**config.mk**
```make
export PLATFORM = sky130hd
export DESIGN_NAME = instr_fetch_unit
export DESIGN_NICKNAME = d
export VERILOG_FILES = /design/src/rtl/instr_fetch_unit.sv
export SDC_FILE = /design/constraint.sdc
export NUM_CORES = 1
export LEC_CHECK = 0
export CORE_MARGIN = 10
export CORE_UTILIZATION = 64
export CTS_BUF_LIST = sky130_fd_sc_hd__clkbuf_16
export CTS_CLUSTER_SIZE = 8
export DETAILED_ROUTE_END_ITERATION = 10
export DONT_BUFFER_PORTS = 1
export PLACE_DENSITY = 0.8
export REMOVE_ABC_BUFFERS = 1
export SKIP_CTS_REPAIR_TIMING = 1
export SLEW_MARGIN = 20
export SYNTH_ARGS = -nofsm -noshare
export SYNTH_HDL_FRONTEND = slang
export SYNTH_SLANG_ARGS = --single-unit
```
**constraint.sdc**
```tcl
create_clock -name clk -period 5.4 [get_ports clk]
set_clock_uncertainty 0.05 [all_clocks]
set_input_delay 0.81 -clock clk [delete_from_list [all_inputs] [get_ports clk]]
set_output_delay 0.81 -clock clk [all_outputs]
set_load 0.03 [all_outputs]
```
**src/rtl/instr_fetch_unit.sv**
```systemverilog
// Instruction fetch stage: owns the PC, issues word reads over a req/ack handshake and buffers
// returned words in a small FIFO presented to decode with valid/ready.
module instr_fetch_unit #(
  parameter logic [31:0] RESET_PC = 32'h0000_0000,
  parameter int unsigned DEPTH    = 2
) (
  input  logic        clk,
  input  logic        reset,
  output logic        imem_req,
  output logic [31:0] imem_addr,
  input  logic        imem_ack,
  input  logic [31:0] imem_rdata,
  input  logic        redirect_valid,
  input  logic [31:0] redirect_pc,
  output logic        inst_valid,
  input  logic        inst_ready,
  output logic [31:0] inst,
  output logic [31:0] inst_pc,
  output logic [6:0]  inst_opcode,
  output logic [2:0]  inst_funct3,
  output logic [6:0]  inst_funct7
);

  localparam int unsigned PtrW = $clog2(DEPTH);
  localparam int unsigned CntW = $clog2(DEPTH + 1);
  localparam logic [CntW-1:0] DepthCnt = CntW'(DEPTH);

  typedef enum logic [1:0] {StIdle, StWait, StKill} state_e;

  state_e          state_q, state_d;
  logic [31:0]     fetch_pc_q, fetch_pc_d;
  logic [31:0]     target_q, target_d;
  logic [31:0]     addr_q, addr_d;
  logic            req_q, req_d;
  logic [CntW-1:0] count_q, count_d;
  logic [PtrW-1:0] wr_ptr_q, wr_ptr_d;
  logic [PtrW-1:0] rd_ptr_q, rd_ptr_d;
  logic [31:0]     data_q [DEPTH];
  logic [31:0]     pc_q   [DEPTH];

  logic [31:0] redirect_tgt;
  logic        unused_pc_bits;
  logic        acked;
  logic        push;
  logic        pop;
  logic        room;

  assign redirect_tgt   = {redirect_pc[31:2], 2'b00};
  assign unused_pc_bits = ^redirect_pc[1:0];
  assign inst_valid     = (count_q != '0);
  assign acked          = req_q && imem_ack;
  // Only a live (non-killed) response is buffered; a redirect discards it.
  assign push           = (state_q == StWait) && acked && !redirect_valid;
  assign pop            = inst_valid && inst_ready && !redirect_valid;

  always_comb begin
    count_d  = count_q;
    wr_ptr_d = wr_ptr_q;
    rd_ptr_d = rd_ptr_q;
    if (redirect_valid) begin
      count_d  = '0;
      wr_ptr_d = '0;
      rd_ptr_d = '0;
    end else begin
      if (push) wr_ptr_d = wr_ptr_q + PtrW'(1);
      if (pop)  rd_ptr_d = rd_ptr_q + PtrW'(1);
      count_d = count_q + CntW'(push) - CntW'(pop);
    end
  end

  // Evaluated only when no request will remain outstanding after this edge.
  assign room = (count_d < DepthCnt);

  always_comb begin
    state_d    = state_q;
    fetch_pc_d = fetch_pc_q;
    target_d   = target_q;
    req_d      = req_q;
    addr_d     = addr_q;
    unique case (state_q)
      StIdle: begin
        if (redirect_valid) begin
          fetch_pc_d = redirect_tgt;
        end else if (room) begin
          state_d = StWait;
          req_d   = 1'b1;
          addr_d  = fetch_pc_q;
        end
      end
      StWait: begin
        if (acked) begin
          state_d = StIdle;
          req_d   = 1'b0;
          if (redirect_valid) begin
            fetch_pc_d = redirect_tgt;
          end else begin
            fetch_pc_d = addr_q + 32'd4;
            if (room) begin
              state_d = StWait;
              req_d   = 1'b1;
              addr_d  = addr_q + 32'd4;
            end
          end
        end else if (redirect_valid) begin
          state_d  = StKill;
          target_d = redirect_tgt;
        end
      end
      StKill: begin
        // A redirect coinciding with the stale ack wins over the latched target.
        if (acked) begin
          state_d    = StIdle;
          req_d      = 1'b0;
          fetch_pc_d = redirect_valid ? redirect_tgt : target_q;
        end else if (redirect_valid) begin
          target_d = redirect_tgt;
        end
      end
      default: state_d = StIdle;
    endcase
  end

  always_ff @(posedge clk) begin
    if (reset) begin
      state_q    <= StIdle;
      fetch_pc_q <= RESET_PC;
      target_q   <= RESET_PC;
      req_q      <= 1'b0;
      addr_q     <= RESET_PC;
      count_q    <= '0;
      wr_ptr_q   <= '0;
      rd_ptr_q   <= '0;
    end else begin
      state_q    <= state_d;
      fetch_pc_q <= fetch_pc_d;
      target_q   <= target_d;
      req_q      <= req_d;
      addr_q     <= addr_d;
      count_q    <= count_d;
      wr_ptr_q   <= wr_ptr_d;
      rd_ptr_q   <= rd_ptr_d;
    end
  end

  always_ff @(posedge clk) begin
    if (push) begin
      data_q[wr_ptr_q] <= imem_rdata;
      pc_q[wr_ptr_q]   <= addr_q;
    end
  end

  assign imem_req    = req_q;
  assign imem_addr   = addr_q;
  assign inst        = inst_valid ? data_q[rd_ptr_q] : '0;
  assign inst_pc     = inst_valid ? pc_q[rd_ptr_q] : '0;
  assign inst_opcode = inst[6:0];
  assign inst_funct3 = inst[14:12];
  assign inst_funct7 = inst[31:25];

endmodule

```
==> results of run 1 <==
-- routing by layer --
metal / global-route usage / up-vias / part of all wire
li1: - / 3583 / -
met1: 0.273 / 3532 / 0.39
met2: 0.355 / 344 / 0.48
met3: 0.0752 / 52 / 0.10
met4: 0.0834 / 0 / 0.022
met5: 0 / - / 0
-- cell families (layout without fill, tap and decap cells) --
family,count (synthesis),after routing,synth area share
and+or+nand+nor,354,354,0.158
DFF,232,232,0.558
AOI/OAI and AO/OA,221,221,0.132
buffers and inverters,106,81,0.0521
muxes,67,67,0.0634
xor gates and xnor gates,31,31,0.0276
adders and majority gates,7,7,0.00825
-- cell type report --
class / instances / share of cell area
clock buffers: 35 / 0.0762
clock inverters: 19 / 0.00839
inverters: 14 / 0.00457
multi-input cells: 680 / 0.362
flip-flops and latches: 232 / 0.516
well taps: 220 / 0.0240
repair buffers: 13 / 0.00849
-- sequential cells by signal (all words and copies together), names as in the netlist, named ones only --
| register | flops |
|---|---|
| data_q | 64 |
| pc_q | 64 |
| fetch_pc_q | 32 |
| imem_addr | 32 |
| target_q | 32 |
| count_q | 2 |
| state_q | 2 |
| imem_req | 1 |
| rd_ptr_q | 1 |
| wr_ptr_q | 1 |
-- worst paths after layout --
kind                                startpoint  slack, ns      endpoint
worst max register to register      state_q[1]       1.66  imem_addr[7]
worst min-delay path            redirect_valid       0.34    count_q[0]
worst min register to register    target_q[21]       0.40  target_q[21]
worst max-delay path                state_q[1]       1.66  imem_addr[7]
-- cell usage in the layout (no fill, tap or decap), types with 5 or more instances in the layout --
| cell type | synthesis | final |
|---|---|---|
| inv_1 | 13 | 30 |
| nand2_1 | 119 | 119 |
| nand4_1 | 8 | 8 |
| xnor2_1 | 18 | 18 |
| edfxtp_1 | 128 | 128 |
| nor3_1 | 28 | 28 |
| a221oi_1 | 15 | 15 |
| clkbuf_16 | 0 | 35 |
| a211oi_1 | 7 | 7 |
| nand3_1 | 19 | 19 |
| nor2_1 | 119 | 115 |
| and3_1 | 7 | 7 |
| xor2_1 | 11 | 11 |
| nor2b_1 | 13 | 13 |
| dfxtp_1 | 104 | 103 |
| a21oi_1 | 82 | 82 |
| nand2b_1 | 5 | 5 |
| a221o_1 | 8 | 8 |
| buf_4 | 19 | 13 |
| o21ai_0 | 48 | 48 |
| a222oi_1 | 6 | 6 |
| a31oi_1 | 10 | 10 |
| mux2i_1 | 65 | 65 |
| ha_1 | 7 | 7 |
| nor4_1 | 6 | 6 |
| o31ai_1 | 5 | 5 |
| o211ai_1 | 8 | 8 |
-- worst reg2reg max path, delay by kind of cell (launching register included) --
kind	cells	cell delay (ns)
AOI/OAI and AO/OA	2	0.34
xor gates and xnor gates	1	0.28
adders and majority gates	3	0.77
buffers and inverters	3	0.18
DFF	1	0.33
and+or+nand+nor	5	1.69
-- report_power, final --
group	internal [uW]	switching (uW)
clock network	1160	714
logic	521	1000
registers	2110	320
total	3790	2030
-- metrics by stage --
step | setup WS [ns] | util | power, uW
2_1_floorplan | -0.276 | - | 3480
3_3_place_gp | 1.60 | 0.641 | 3900
3_5_place_dp | 1.51 | 0.641 | 3950
4_1_cts | 1.67 | 0.700 | 5840
5_1_grt | 1.44 | 0.700 | 6140
6_report | 1.66 | 0.700 | 5830
==> summary.txt, run 1 <==
layout cell share with drive strength beyond 1 = 0.0775
Root Buffer = clkbuf_16
status = complete, no violations
family with the most delay on the worst path = simple AND/OR/NAND/NOR gates
Cells after DPL = 1,159
Site Rows = 47
clock buffer count from CTS = 34
H-tree lvl count = 2
Detailed Route WL = 25,400 um
max cap viols = 0
initial antenna violation count = 0
vias in the first global route = 7,193
post-synth cell types = 69
Pwr Density = 507 nW/um2
DRC = 0
Routed Antenna Nets = 0
peak supply drop = 0.443 mV
GRT Residual Overflow = 0
Multi-input gate area = 4160 um2
Max Slew Vio Count = 0
Final HPWL DP = 16,400 um
DIE AREA = 22,100 um2
Final Wtd Congestion = 0.867
largest net degree at the start of global routing = 95
Placed Area = 10,500 um2
WP buf/inv = 3
critical path depth in cells = 14
core area = 16,400 um2
GRT Total Usage = 0.222
Netlist Area Pre-Place = 10,600 um2
RSZ-0062 raised after global routing = false
1st-pass router iterations = 6
Avg Cell Area, Syn = 10.4 um2
Worst path max stage delay = 0.58 ns
Reg2Reg Depth = 14
fin crit period = 3.74 ns
cell with the most instances after synthesis = edfxtp_1
Reg clk slew, reported paths = 0.05 ns
area share of the largest cell type after synthesis = 0.362
critical path arrival = 4.08 ns
Fin Setup TNS = 0 ns
crit path kind = flop to flop
crit path cell chain = inv_1 -> ha_1 -> inv_2 -> nor2_2 -> nand3_1 -> ha_1 -> inv_1 -> ha_1 -> xnor3_1 -> nand2b_1 -> or2_2 -> a21oi_1 -> o22ai_1 -> and2_1
Final Cell Area = 11,500 um2
FF/Latch Area = 5930 um2
Post-synth EDFFs = 128
Hold Vio Cnt, Final = 0
Die Wd = 149 um
Final setup viols = 0
Critical Path RT = 5.73 ns
later-pin clock latency in the skew report = 0.50 ns
max_slew headroom = 0.261
#FFs+latches synth = 232
fmax = 267 MHz
Die H = 149 um
Antenna Cells = 0
most instantiated cells after synthesis = edfxtp_1, nand2_1, nor2_1
worst hold margin = 0.335 ns
final instance count without filler cells = 1,213
Initial Utilization = 0.647
Mapped Cells = 1,018
top-level port count = 184
vias per cell = 6.19
crit start category = flop
Worst Hold Class = input port to flop
post-synthesis to final-layout area growth = 8.23%
leading post-synthesis cells by cell area = edfxtp_1, dfxtp_1, mux2i_1, nand2_1, nor2_1
final period utilization = 0.693
CP endpoint kind = flop
Initial DRC Count = 766
first-pass GRT wire length = 39,400 um
yosys warns = 0
# clock sinks = 232
clk buf depth = 3
CP Max Fanout = 32
port buffer count = 0
Worst path most repeated cell = ha_1
sequential-to-total area share from yosys stat = 0.558
CTS tree = built
per-cell routed wire length = 21.0 um
Worst path slowest cell = or2_2
Leakage = 0.00382 uW
post-synth top area cell = edfxtp_1
via count = 7,511
worst hold path stage count = 1
asr flop ratio synth = 0
Tightest Pin Transition = 1.10 ns
Final nets = 1,051
filler cell count = 1,166
Primary FF master, synth = edfxtp_1
Note: power is estimated with default switching activity, not from simulation.
==> run 2, diff against run 1 <==
Settings changed: CORE_UTILIZATION 64 to 57, PLACE_DENSITY 0.8 to 0.75.
Clock period 5.4 ns to 3.1 ns, I/O delays scaled along.
==> run 2 against run 1 <==
Net effect: routed wire length up 8.0%; via count increased by 7.0%; worst hold slack got worse by 0.32 ns; sequential share of layout area is 3.7 points lower; register-to-register slack lost 1.4 ns; critical path type unchanged.
==> summary.txt, run 2 (same netlist as run 1, synthesis figures left out) <==
DRC = 0
Site Rows = 49
clock buffer count from CTS = 34
Max Slew Vio Count = 0
post-synthesis to final-layout area growth = 16.5%
Critical Path RT = 3.41 ns
Reg clk slew, reported paths = 0.05 ns
Worst path max stage delay = 0.36 ns
total chip power = 10,500 uW
Final setup viols = 0
filler cell count = 1,372
P_sw = 3660 uW
most common cell after layout, fill and taps aside = edfxtp_1
status = complete, no violations
crit path cell chain = inv_1 -> ha_1 -> inv_2 -> nor2_2 -> nand3_1 -> ha_1 -> inv_1 -> ha_1 -> xnor3_1 -> nand2b_1 -> or2_4 -> buf_4 -> a21o_1 -> nand2_1 -> a21oi_1
Hold Vio Cnt, Final = 0
Routed Antenna Nets = 0
Die H = 156 um
worst hold margin = 0.0107 ns
peak supply drop = 0.599 mV
Pwr Density = 847 nW/um2
Final Wtd Congestion = 0.903
commonest cells after routing, fill and taps aside = edfxtp_1, nand2_1, nor2_1
Antenna Cells = 0
fin crit period = 2.86 ns
top-level port count = 184
final instance count without filler cells = 1,319
CP Max Fanout = 18
Internal = 6820 uW
via count = 8,039
# clock sinks = 232
initial antenna violation count = 0
Reg2Reg Depth = 15
Detailed Route WL = 27,500 um
fmax = 350 MHz
vias per cell = 6.09
Root Buffer = clkbuf_16
critical path arrival = 3.17 ns
Comb power frac = 0.310
core area = 18,100 um2
Worst path most repeated cell = ha_1
crit start category = flop
Largest regs = data_q (64), pc_q (64)
Die Wd = 156 um
DIE AREA = 24,500 um2
later-pin clock latency in the skew report = 0.50 ns
crit path kind = flop to flop
Seq pwr share = 0.376
RSZ-0062 raised after global routing = true
Final Cell Area = 12,400 um2
Clk network pwr share = 0.314
layout cell share with drive strength beyond 1 = 0.126
Initial Utilization = 0.585
CTS tree = built
Tightest Pin Transition = 0.956 ns
GRT Residual Overflow = 0
Net Sw Frac = 0.349
max cap viols = 0
Leakage = 0.00431 uW
Worst path slowest cell = or2_4
first-pass GRT wire length = 41,400 um
GRT Total Usage = 0.210
max_slew headroom = 0.361
Worst Hold Class = input port to flop
largest net degree at the start of global routing = 95
FF/Latch Area = 5930 um2
clk buf depth = 3
final period utilization = 0.921
CP endpoint kind = flop
1st-pass router iterations = 5
port buffer count = 0
worst hold path stage count = 1
vias in the first global route = 7,427
Multi-input gate area = 4160 um2
Cells after DPL = 1,227
Final nets = 1,149
Placed Area = 11,000 um2
H-tree lvl count = 2
per-cell routed wire length = 20.8 um
Final HPWL DP = 17,700 um
Initial DRC Count = 718
==> run 2: changes by cell type in the layout (fill, tap and decap cells not counted) <==
cell           change
or2_2              -1
dlygate4sd3_1     +38
buf_6              +1
inv_1              -1
or2_4              +1
buf_12             +3
buf_4             +56
==> run 2: area by class of cell <==
type,count,share of cell area
sequential,232,0.479
timing repair buffer,111,0.0784
clock buffer,35,0.0708
clock inverter,18,0.00748
multi-input combinational,680,0.337
tap,229,0.0232
inverter,14,0.00425
==> run 2: power by group through the flow <==
| stage | combinational, uW | clock, uW | sequential, uW |
|---|---|---|---|
| floorplan | 1930 | 0 | 4140 |
| global placement | 3060 | 0 | 3970 |
| detailed placement | 3110 | 0 | 3990 |
| CTS | 3130 | 3350 | 3930 |
| global route | 3570 | 3490 | 3980 |
| finish | 3240 | 3290 | 3940 |
==> run 2: stage by stage <==
| step | TNS [ns] | utilization | setup slack, ns |
|---|---|---|---|
| floorplan | -453.43 | - | -2.58 |
| global placement | 0 | 0.606 | 0.210 |
| detailed placement | 0 | 0.606 | 0.112 |
| CTS | 0 | 0.660 | 0.112 |
| finish | 0 | 0.682 | 0.243 |
| global route | -0.0294 | 0.682 | -0.0294 |
==> run 2: path summary, 6_finish.rpt <==
kind,from,endpoint,slack [ns]
max,state_q[1],imem_addr[17],0.24
min reg2reg,target_q[7],target_q[7],0.40
min,reset,imem_addr[3],0.01
max reg2reg,state_q[1],imem_addr[17],0.24
==> run 2: worst max-delay path, delay by kind of cell (launching register included) <==
family,cells,cell delay [ns]
adders and majority gates,3,0.66
and+or+nand+nor,5,0.80
xor gates and xnor gates,1,0.28
AOI/OAI and AO/OA,2,0.21
DFF,1,0.33
buffers and inverters,4,0.38
==> run 2: metal layers <==
layer  GRT usage  part of all wire
met5           0                 0
met4      0.0697             0.021
met3      0.0694             0.099
met2       0.338              0.47
met1       0.261              0.41
==> run 3, diff against run 2 <==
Settings changed: CORE_UTILIZATION 57 to 65, GPL_TIMING_DRIVEN set to 0, PLACE_DENSITY 0.75 to 0.81.
Clock period 3.1 ns to 3.5 ns, I/O delays scaled along.
==> run 3 against run 2 <==
Net effect: sequential share of layout area increased by 2.7 points; global-route usage increased by 1.9 points; critical path depth decreased by 1; fmax decreased by 16%; power decreased by 13%; largest power group unchanged; cell count decreased by 7.9%; critical endpoint is now imem_addr[23]; highest routed layer unchanged; worst hold slack improved by 0.045 ns; largest cell class unchanged; die area decreased by 11%; combinational power decreased by 21%; setup slack got worse by 0.16 ns.
==> summary.txt, run 3 (same netlist as run 1, synthesis figures left out) <==
Routed Antenna Nets = 0
met1 Use GR = 0.275
Reg clk slew, reported paths = 0.05 ns
CP endpoint kind = flop
H-tree lvl count = 2
crit start category = flop
DRC = 0
Placed Area = 10,600 um2
via count = 7,755
Initial Utilization = 0.666
grt met2 use = 0.378
Die H = 148 um
Antenna Cells = 0
Critical Path RT = 3.86 ns
met3 Usage GRT = 0.0748
Final Wtd Congestion = 0.858
Final nets = 1,058
dpl ws = -1.02 ns
clock buffer count from CTS = 34
max cap viols = 0
total chip power = 9150 uW
largest net degree at the start of global routing = 95
most common cell after layout, fill and taps aside = edfxtp_1
1st-pass router iterations = 7
vias per cell = 6.38
layout cell share with drive strength beyond 1 = 0.0941
Worst Hold Class = input port to flop
later-pin clock latency in the skew report = 0.50 ns
Largest regs = data_q (64), pc_q (64)
FF-to-FF setup slack = 0.08 ns
fmax = 293 MHz
Fin Setup TNS = 0 ns
CTS tree = built
GRT Total Usage = 0.229
Tightest Pin Transition = 1.11 ns
Final setup viols = 0
first-pass GRT wire length = 40,200 um
status = complete, no violations
top-level port count = 184
Root Buffer = clkbuf_16
Final Cell Area = 11,700 um2
crit path setup slack, layout = 0.0849 ns
port buffer count = 0
Initial DRC Count = 832
initial antenna violation count = 0
Multi-input gate area = 4240 um2
critical path arrival = 3.77 ns
Max Slew Vio Count = 0
Die Wd = 148 um
final period utilization = 0.976
commonest cells after routing, fill and taps aside = edfxtp_1, nand2_1, nor2_1
final instance count without filler cells = 1,215
filler cell count = 1,143
crit path kind = flop to flop
Site Rows = 46
core area = 15,900 um2
Pwr Density = 782 nW/um2
Final HPWL DP = 17,000 um
DIE AREA = 21,800 um2
gr busiest metal = met2
per-cell routed wire length = 22.0 um
vias in the first global route = 7,094
Cells after DPL = 1,150
GRT Residual Overflow = 0
Leakage = 0.00390 uW
Hold Vio Cnt, Final = 0
fin crit period = 3.42 ns
Detailed Route WL = 26,800 um
# clock sinks = 232
CP Max Fanout = 53
post-synthesis to final-layout area growth = 10.3%
clk buf depth = 3
max_slew headroom = 0.256
FF/Latch Area = 5930 um2
peak supply drop = 0.575 mV
[run 3: cell types whose count changed in the layout (fill, tap and decap cells not counted), moves of 2 or more]
cell	previous run	this run
buf_4	69	9
dlygate4sd3_1	38	0
nor2_1	115	111
buf_12	3	6
buf_16	0	3
nor2_4	4	7
clkinv_8	2	0
ha_1	7	5
inv_6	0	2
nand3_1	19	17
nand3_2	1	3
nor2_2	2	4
[run 3: power breakdown]
group,internal [uW],switching (uW)
registers,3260,497
clock network,1770,1070
logic,908,1650
[run 3: layer usage]
layer  up-vias  wire length, um
met1      3651            10100
met5         -                0
met2       425            12800
met4         0              807
met3        72             3090
li1       3607                -
[run 3: final cells by class]
type                    instances  area share
clock buffers                  35      0.0748
clock inverters                18     0.00620
inverters                      14     0.00491
multi-input cells             682       0.362
flip-flops and latches        232       0.506
well taps                     216      0.0231
repair buffers                 18      0.0231
[run 3: per-stage QoR]
step / hold WS [ns] / util
finish: 0.0558 / 0.735
global route: 0.0487 / 0.735
CTS: 0.0478 / 0.725
detailed placement: 0.392 / 0.666
global placement: 0.384 / 0.651
floorplan: 0.378 / -
[run 3: worst max-delay path, cell delays in order, from the launching register on]
cell	delay [ns]
dfxtp_1	0.34
inv_1	0.14
ha_4	0.25
inv_6	0.17
nor2_4	0.21
nand3_2	0.21
ha_1	0.36
inv_1	0.04
ha_1	0.18
xnor3_1	0.35
nand2b_4	0.15
or2_4	0.35
nor4_1	0.27
a31oi_1	0.07
a21oi_1	0.17
[run 3: final timing paths]
path / startpoint / endpoint / cells after the start
worst max-delay path: state_q[1] / imem_addr[23] / 14
worst min-delay path: redirect_valid / count_q[0] / 1
worst max register to register: state_q[1] / imem_addr[23] / 14
worst min register to register: target_q[29] / target_q[29] / 2
